===== src/rtl/mult_pkg.sv =====
// Shared types for the shift-add multiplier controller and datapath.
package mult_pkg;
    localparam int WIDTH = 8;

    typedef logic [WIDTH-1:0] word_t;

    typedef enum logic [1:0] {OP_HOLD, OP_ADD, OP_SUB} alu_op_t;

    // Sub wins when both strobes arrive together (an illegal controller output).
    function automatic alu_op_t decode_op(input logic add, input logic sub);
        if (sub)      return OP_SUB;
        else if (add) return OP_ADD;
        else          return OP_HOLD;
    endfunction
endpackage


===== src/rtl/mult_datapath_if.sv =====
// Controller <-> datapath strobe and result bundle.
interface mult_datapath_if #(parameter int WIDTH = mult_pkg::WIDTH);
    logic [WIDTH-1:0] SW;
    logic             Shift;
    logic             Add;
    logic             Sub;
    logic             Clr;
    logic             LoadB;
    logic [WIDTH-1:0] Aval;
    logic [WIDTH-1:0] Bval;
    logic             Xval;
    logic             M_val;

    modport master (output SW, Shift, Add, Sub, Clr, LoadB,
                    input  Aval, Bval, Xval, M_val);
    modport slave  (input  SW, Shift, Add, Sub, Clr, LoadB,
                    output Aval, Bval, Xval, M_val);
endinterface


===== src/rtl/mult_datapath_add_sub9.sv =====
// Ripple-carry adder/subtractor; sub inverts b and injects the carry-in.
module add_sub9 #(
    parameter int W = mult_pkg::WIDTH + 1
) (
    input  logic [W-1:0] a,
    input  logic [W-1:0] b,
    input  logic         sub,
    output logic [W-1:0] sum
);
    logic cy;
    logic bx;

    always_comb begin
        sum = '0;
        cy  = sub;
        bx  = 1'b0;
        for (int i = 0; i < W; i++) begin
            bx     = b[i] ^ sub;
            sum[i] = a[i] ^ bx ^ cy;
            cy     = (a[i] & bx) | (cy & (a[i] ^ bx));
        end
    end
endmodule


===== src/rtl/mult_datapath.sv =====
// Shift-add multiplier datapath: X/A/B/S registers and one add/sub-then-shift step per clock.
module mult_datapath
    import mult_pkg::*;
#(
    parameter int WIDTH = mult_pkg::WIDTH
) (
    input  logic            Clk,
    input  logic            Reset,
    mult_datapath_if.slave  bus
);
    logic             x_q, x_d;
    logic [WIDTH-1:0] a_q, a_d;
    logic [WIDTH-1:0] b_q, b_d;
    logic [WIDTH-1:0] s_q, s_d;

    alu_op_t          op;
    logic [WIDTH:0]   sum;
    logic             xn;
    logic [WIDTH-1:0] an;

    assign op = decode_op(bus.Add, bus.Sub);

    // Both operands are sign-extended so A - (-2^(W-1)) still fits.
    add_sub9 #(.W(WIDTH + 1)) u_add_sub (
        .a   ({a_q[WIDTH-1], a_q}),
        .b   ({s_q[WIDTH-1], s_q}),
        .sub (op == OP_SUB),
        .sum (sum)
    );

    always_comb begin
        xn = x_q;
        an = a_q;
        if (op != OP_HOLD) begin
            xn = sum[WIDTH];
            an = sum[WIDTH-1:0];
        end

        x_d = x_q;
        a_d = a_q;
        b_d = b_q;
        s_d = s_q;

        if (bus.Shift) begin
            x_d = xn;
            a_d = {xn, an[WIDTH-1:1]};
            b_d = {an[0], b_q[WIDTH-1:1]};
        end else if (op != OP_HOLD) begin
            x_d = xn;
            a_d = an;
        end

        if (bus.Clr) begin
            x_d = 1'b0;
            a_d = '0;
            s_d = bus.SW;
        end

        if (bus.LoadB) b_d = bus.SW;
    end

    always_ff @(posedge Clk or posedge Reset) begin
        if (Reset) begin
            x_q <= 1'b0;
            a_q <= '0;
            b_q <= '0;
            s_q <= '0;
        end else begin
            x_q <= x_d;
            a_q <= a_d;
            b_q <= b_d;
            s_q <= s_d;
        end
    end

    assign bus.Aval  = a_q;
    assign bus.Bval  = b_q;
    assign bus.Xval  = x_q;
    assign bus.M_val = b_q[0];
endmodule


===== src/flat_wrapper.sv =====
// flat-port wrapper written by rule: the top's interface ports become plain ports
module mult_datapath_flat import mult_pkg::*;
#(
    parameter int WIDTH = mult_pkg::WIDTH
)
  (Clk, Reset, bus_SW, bus_Shift, bus_Add, bus_Sub, bus_Clr, bus_LoadB, bus_Aval, bus_Bval, bus_Xval, bus_M_val);
  mult_datapath_if #(.WIDTH(WIDTH)) bus_i ();
  input  logic Clk;
  input  logic Reset;
  input wire logic [$bits(bus_i.SW)-1:0] bus_SW;
  input wire logic [$bits(bus_i.Shift)-1:0] bus_Shift;
  input wire logic [$bits(bus_i.Add)-1:0] bus_Add;
  input wire logic [$bits(bus_i.Sub)-1:0] bus_Sub;
  input wire logic [$bits(bus_i.Clr)-1:0] bus_Clr;
  input wire logic [$bits(bus_i.LoadB)-1:0] bus_LoadB;
  output wire logic [$bits(bus_i.Aval)-1:0] bus_Aval;
  output wire logic [$bits(bus_i.Bval)-1:0] bus_Bval;
  output wire logic [$bits(bus_i.Xval)-1:0] bus_Xval;
  output wire logic [$bits(bus_i.M_val)-1:0] bus_M_val;
  assign bus_i.SW = bus_SW;
  assign bus_i.Shift = bus_Shift;
  assign bus_i.Add = bus_Add;
  assign bus_i.Sub = bus_Sub;
  assign bus_i.Clr = bus_Clr;
  assign bus_i.LoadB = bus_LoadB;
  assign bus_Aval = bus_i.Aval;
  assign bus_Bval = bus_i.Bval;
  assign bus_Xval = bus_i.Xval;
  assign bus_M_val = bus_i.M_val;
  mult_datapath #(.WIDTH(WIDTH)) u_core (.Clk(Clk), .Reset(Reset), .bus(bus_i));
endmodule

===== config.mk =====
export PLATFORM = sky130hd
export DESIGN_NAME = mult_datapath_flat
export DESIGN_NICKNAME = d
export VERILOG_FILES = /design/src/rtl/mult_pkg.sv /design/src/rtl/mult_datapath_if.sv /design/src/rtl/mult_datapath_add_sub9.sv /design/src/rtl/mult_datapath.sv /design/src/flat_wrapper.sv
export SDC_FILE = /design/constraint.sdc
export NUM_CORES = 1
export LEC_CHECK = 0
export BUFFER_PORTS_ARGS = -buffer_cell sky130_fd_sc_hd__buf_4
export CAP_MARGIN = 25
export CORE_MARGIN = 2
export CORE_UTILIZATION = 52
export CTS_CLUSTER_DIAMETER = 200
export DETAILED_ROUTE_END_ITERATION = 8
export GPL_TIMING_DRIVEN = 1
export PLACE_DENSITY = 0.84
export SLEW_MARGIN = 20
export SYNTH_ARGS = -nofsm -noshare
export SYNTH_HDL_FRONTEND = slang
export SYNTH_SLANG_ARGS = --single-unit

===== constraint.sdc =====
create_clock -name Clk -period 5 [get_ports Clk]
set_clock_uncertainty 0.1 [all_clocks]
set_input_delay 1 -clock Clk [delete_from_list [all_inputs] [get_ports Clk]]
set_output_delay 1 -clock Clk [all_outputs]
set_load 0.005 [all_outputs]

==> reports/summary.txt, run 1 <==
Synth area leaders: dfrtp_1 47%, fa_1 10%, mux2i_1 9.7%, mux2_2 8.4%, xor2_1 3.9%
Nets: 165
Slew Limit Fails: 0
Min-delay worst type: flop to flop
Initial antenna violation count: 0
DR vias/cell: 5.390
Worst reg2reg startpoint: u_core.s_q[0]$_DFFE_PP0P_
Distinct cells, synth: 26
Worst skew pair latency: 0.33 ns
Register area: 625.6 µm²
Placer's final routability congestion estimate: 0.7894
Hold Path Stages: 1
Syn Nets: 134
Multi-input gate area: 654.4 µm²
Mapped cell area: 0.001339 mm²
Die height: 54.74 µm
Cell with the most instances after synthesis: dfrtp_1
Most used DFF post-synth: dfrtp_1
Largest net degree at the start of global routing: 26
Synth Warn #: 0
Crit path time final: 4.354 ns
Maximum clock rate: 229.7 MHz
DRT iter0 DRCs: 14
CP required: 5.14 ns
CP Cell Sequence: buf_4 -> mux2_2 -> fa_1 -> fa_1 -> fa_1 -> fa_1 -> inv_1 -> fa_1 -> inv_1 -> fa_1 -> inv_1 -> fa_1 -> o21ai_0 -> o31ai_1 -> o22ai_1
Final Power: 636.6 µW
Worst Tran Pin Value: 0.5608 ns
Cell row count: 18
Gr ovfl total: 0
Worst IR Drop VDD: 0.0004277 V
Hold path endpoint: u_core.s_q[1]$_DFFE_PP0P_
Synthesized instance count: 112
Remaining DRCs: 0
Leading area contributor after synthesis: dfrtp_1
Chip width: 54.74 µm
Max_cap viols: 0
Area share of the largest cell type after synthesis: 46.73%
R2R depth: 14
# resized after CTS: 0
Top Ports: 33
Synth top cells by count: 25 x dfrtp_1, 13 x mux2i_1, 10 x mux2_2, 9 x nand2_1, 9 x o21ai_0
Flop-to-flop setup slack: 0.97 ns
Post-Route WL: 2406 µm
Clock H-tree levels: 1
CP Launch Type: input port
CTS Root Cell: clkbuf_4
Final worst path period share: 87.07%
Bufs on Longest Clock Path: 2
Largest stage delay on the critical path: 0.41 ns
Fill cell count: 195
Cell Pwr Density: 391.4 mW/mm²
Port Buffers: 32
Slew margin rel.: 62.57%
Hpwl dp: 1867 µm
Crit. End Element: flop
Syn Area/Cell: 11.95 µm²
Leak: 0.0007732 µW
RSZ-0062 raised after global routing: no
CP Class: input port to flop
Critical-path maximum fanout: 12
Post-route ant nets: 0
Core area: 0.002455 mm²
Setup violators final: 0
Setup Buffers After CTS: 0
Hold Startpoint: u_core.s_q[1]$_DFFE_PP0P_
Seq cells post-synth: 25
Slowest CP cell: fa_1
Arr. time, crit path: 4.50 ns
Area Overhead vs Synth: 21.50%
Final Hold Violating Endpoints: 0
Fraction of registers with async set/reset: 100.0%
Status: completed
Antenna Cells: 0
Sequential fraction of the synthesis area: 46.73%
Setup TNS: 0 ns
Die Area: 0.002996 mm²
CTS Buf Count: 3
First-pass GRT wire length: 3898 µm
Clock sinks: 25
TritonRoute pass-1 iters: 4
Total number of vias: 927
Post-CTS Hold Fix Bufs: 0
Initial Utilization: 54.54%
Most common cell on crit path: fa_1
Drt wl/cell: 13.99 µm
Vias in the first global route: 912
Post-synth EDFFs: 0
Layout cell share with drive strength beyond 1: 35.21%
Clk slew on worst S/H paths: 0.16 ns
CTS tree: done
Total GRT Usage: 18.13%
Worst reg2reg path endpoint: u_core.bus.Aval[6]$_DFFE_PP0P_
layer usage:
layer,track usage [%],up-vias,wire [µm]
met5,0,-,0
met4,6.667,0,13
met3,1.913,2,94
met2,29.96,16,1275
met1,24.60,462,1023
li1,-,447,-
placed cells by master, fill, tap and decap left out:
master and instances:
xor2_1 6, buf_4 32, nor2_1 1, o21ai_2 1, nand2b_1 1, o211ai_1 1
xnor2_1 1, inv_6 1, dfrtp_1 25, buf_8 1, mux2i_1 13, a21oi_1 1
or3_1 1, nor2_4 1, o22ai_1 7, clkbuf_4 3, fa_1 7, inv_1 6
o21ai_0 9, or4_1 1, or2_2 1, o31ai_1 1, nand2_1 9, nor3b_1 1
o211a_1 1, mux2_2 10
cell type report:
| class | instances | share of cell area [%] |
|---|---|---|
| multi-input cells | 74 | 40.23 |
| flip-flops and latches | 25 | 38.46 |
| repair buffers | 33 | 15.69 |
| well taps | 30 | 2.308 |
| clock buffers | 3 | 1.385 |
| inverters | 6 | 1.385 |
| clock inverters | 1 | 0.5385 |
worst max-delay path, delay by kind of cell:
family / cells / cell delay, ns
compound gates: 3 / 0.40
mux: 1 / 0.28
fa+ha+maj: 7 / 2.43
buf+inv: 4 / 0.37
logic make-up (layout without fill, tap and decap cells):
group	count (synthesis)	after routing	share of synthesized area, %
AND/OR/NAND/NOR	16	16	6.169
adder cells (fa/ha/maj)	7	7	10.47
AO/OA/AOI/OAI	21	21	9.533
XOR/XNOR	7	7	4.580
flip-flops	25	25	46.73
buffers and inverters	13	43	4.392
multiplexers	23	23	18.13
power by group:
| part | switching [µW] | internal (µW) | leakage [µW] |
|---|---|---|---|
| sequential | 39.8 | 243 | 0.000308 |
| clock | 67.9 | 32.6 | 0.0000183 |
| combinational | 116 | 137 | 0.000447 |
worst max-delay path by stage:
stage               startpoint                              to  slack (ns)  cells after the start
finish                 bus_Sub  u_core.bus.Aval[6]$_DFFE_PP0P_        0.65                     15
global placement       bus_Sub  u_core.bus.Aval[6]$_DFFE_PP0P_        0.42                     15
global route           bus_Sub  u_core.bus.Aval[7]$_DFFE_PP0P_        0.52                     15
floorplan              bus_Sub  u_core.bus.Aval[7]$_DFFE_PP0P_        0.55                     15
CTS                    bus_Sub  u_core.bus.Aval[6]$_DFFE_PP0P_        0.64                     15
detailed placement     bus_Sub  u_core.bus.Aval[7]$_DFFE_PP0P_        0.29                     15
stage by stage:
stage | utilization [%] | setup WS, ns | cells | instance area, µm² | hold WS (ns)
floorplan | - | 0.5467 | 112 | 1339 | 0.4008
global placement | 64.37 | 0.4201 | 167 | 1580 | 0.4161
detailed placement | 64.37 | 0.2929 | 167 | 1580 | 0.4214
CTS | 65.65 | 0.6378 | 171 | 1612 | 0.4559
global route | 66.26 | 0.5248 | 172 | 1627 | 0.4859
finish | 66.26 | 0.6463 | 172 | 1627 | 0.4519
state kept, by name, indices dropped and copies added (netlist names):
signal	flops
u_core.bus.Xval	1
u_core.bus.Aval	8
u_core.bus.Bval	8
u_core.s_q	8
No activity file was read; power rests on OpenSTA's default activity.
==> run 2, diff against run 1 <==
--- a/config.mk
+++ b/config.mk
@@ -12,8 +12,10 @@
 export CTS_CLUSTER_DIAMETER = 200
 export DETAILED_ROUTE_END_ITERATION = 8
 export GPL_TIMING_DRIVEN = 1
+export MAX_ROUTING_LAYER = met4
 export PLACE_DENSITY = 0.84
 export SLEW_MARGIN = 20
 export SYNTH_ARGS = -nofsm -noshare
 export SYNTH_HDL_FRONTEND = slang
 export SYNTH_SLANG_ARGS = --single-unit
+export TNS_END_PERCENT = 1
==> reports/summary.txt, run 2 (synthesis gave the netlist of run 1 again) <==
Setup TNS: 0 ns
Leak: 0.0007732 µW
Hpwl dp: 1867 µm
DRT iter0 DRCs: 14
Initial antenna violation count: 0
Die Area: 0.002996 mm²
Final Hold Violating Endpoints: 0
Multi-input gate area: 654.4 µm²
Port Buffers: 32
Most common library cell in the layout ignoring fill and taps: buf_4
Setup violators final: 0
Chip width: 54.74 µm
Slowest CP cell: fa_1
Met3 Usage GRT: 1.913%
Bufs on Longest Clock Path: 2
Initial Utilization: 54.54%
Final worst path period share: 87.07%
Worst Tran Pin Value: 0.5606 ns
Clock H-tree levels: 1
CP Class: input port to flop
Met1 Usage GRT: 24.60%
Critical path's top delay family: adder cells
Slew margin rel.: 62.58%
Die height: 54.74 µm
Final Power: 636.2 µW
Post-CTS Hold Fix Bufs: 0
Cell Pwr Density: 391.1 mW/mm²
Worst skew pair latency: 0.33 ns
Most common cell on crit path: fa_1
Arr. time, crit path: 4.50 ns
Register area: 625.6 µm²
CTS Buf Count: 3
Cell row count: 18
Vias in the first global route: 912
Worst reg2reg path endpoint: u_core.bus.Aval[6]$_DFFE_PP0P_
Largest stage delay on the critical path: 0.41 ns
GR peak layer: met2
CP Launch Type: input port
TritonRoute pass-1 iters: 4
Core area: 0.002455 mm²
Min-delay worst type: flop to flop
Maximum clock rate: 229.7 MHz
Clk slew on worst S/H paths: 0.16 ns
First-pass GRT wire length: 3891 µm
Post-route ant nets: 0
Met2 usage: 29.96%
Post-Route WL: 2403 µm
Nets: 165
Remaining DRCs: 0
Top Ports: 33
Antenna Cells: 0
Max_cap viols: 0
Total number of vias: 929
Area Overhead vs Synth: 21.50%
Worst reg2reg startpoint: u_core.s_q[0]$_DFFE_PP0P_
Gr ovfl total: 0
CP Cell Sequence: buf_4 -> mux2_2 -> fa_1 -> fa_1 -> fa_1 -> fa_1 -> inv_1 -> fa_1 -> inv_1 -> fa_1 -> inv_1 -> fa_1 -> o21ai_0 -> o31ai_1 -> o22ai_1
Status: completed
Crit. End Element: flop
Layout cell share with drive strength beyond 1: 35.21%
Worst IR Drop VDD: 0.0004277 V
Setup Buffers After CTS: 0
Final Util: 66.26%
RSZ-0062 raised after global routing: no
CP required: 5.14 ns
DR vias/cell: 5.401
Hold Path Stages: 1
Total GRT Usage: 18.66%
Drt wl/cell: 13.97 µm
Crit path time final: 4.354 ns
Clock sinks: 25
Fill cell count: 195
Largest net degree at the start of global routing: 26
Crit path buf inv count: 4
Placer's final routability congestion estimate: 0.8004
Most frequent cells in the layout: 32 x buf_4, 25 x dfrtp_1, 13 x mux2i_1
Hold Startpoint: u_core.s_q[1]$_DFFE_PP0P_
R2R depth: 14
CTS Root Cell: clkbuf_4
Hold path endpoint: u_core.s_q[1]$_DFFE_PP0P_
Critical-path maximum fanout: 12
CTS tree: done
Slew Limit Fails: 0
# resized after CTS: 0
Flop-to-flop setup slack: 0.97 ns
Fin Hold WS: 0.4517 ns
run 2: power by group:
part	internal [µW]	switching, µW	leakage [µW]
clock	32.6	67.6	0.0000183
combinational	137	116	0.000447
sequential	243	39.8	0.000308
run 2: how the worst max path moves through the flow:
stage                                           to    start  depth (start not counted)  slack (ns)
floorplan           u_core.bus.Aval[7]$_DFFE_PP0P_  bus_Sub                         15        0.55
global placement    u_core.bus.Aval[6]$_DFFE_PP0P_  bus_Sub                         15        0.42
detailed placement  u_core.bus.Aval[7]$_DFFE_PP0P_  bus_Sub                         15        0.29
CTS                 u_core.bus.Aval[6]$_DFFE_PP0P_  bus_Sub                         15        0.64
global route        u_core.bus.Aval[7]$_DFFE_PP0P_  bus_Sub                         15        0.52
finish              u_core.bus.Aval[6]$_DFFE_PP0P_  bus_Sub                         15        0.65
run 2: routing by layer:
layer  wire, µm  vias up
li1           -      448
met1       1023      463
met2       1275       16
met3         90        2
met4         13        0
met5          0        -
run 2: worst register-to-register path: cells and delay by family, from the launching register on:
kind / cells / cell delay [ns]
adder cells (fa/ha/maj): 7 / 2.43
AO/OA/AOI/OAI: 3 / 0.40
buffers and inverters: 3 / 0.20
flip-flops: 1 / 0.45
multiplexers: 1 / 0.37
run 2: through the flow:
stage               cells  instance area [µm²]  setup slack [ns]
global placement      167                 1580            0.4201
finish                172                 1627            0.6464
CTS                   171                 1612            0.6378
detailed placement    167                 1580            0.2929
floorplan             112                 1339            0.5467
global route          172                 1627            0.5248
run 2: area by class of cell:
cell class | instances | area share (%)
Multi-Input combinational cell | 74 | 40.23
Sequential cell | 25 | 38.46
Timing Repair Buffer | 33 | 15.69
Tap cell | 30 | 2.308
Clock buffer | 3 | 1.385
Inverter | 6 | 1.385
Clock inverter | 1 | 0.5385
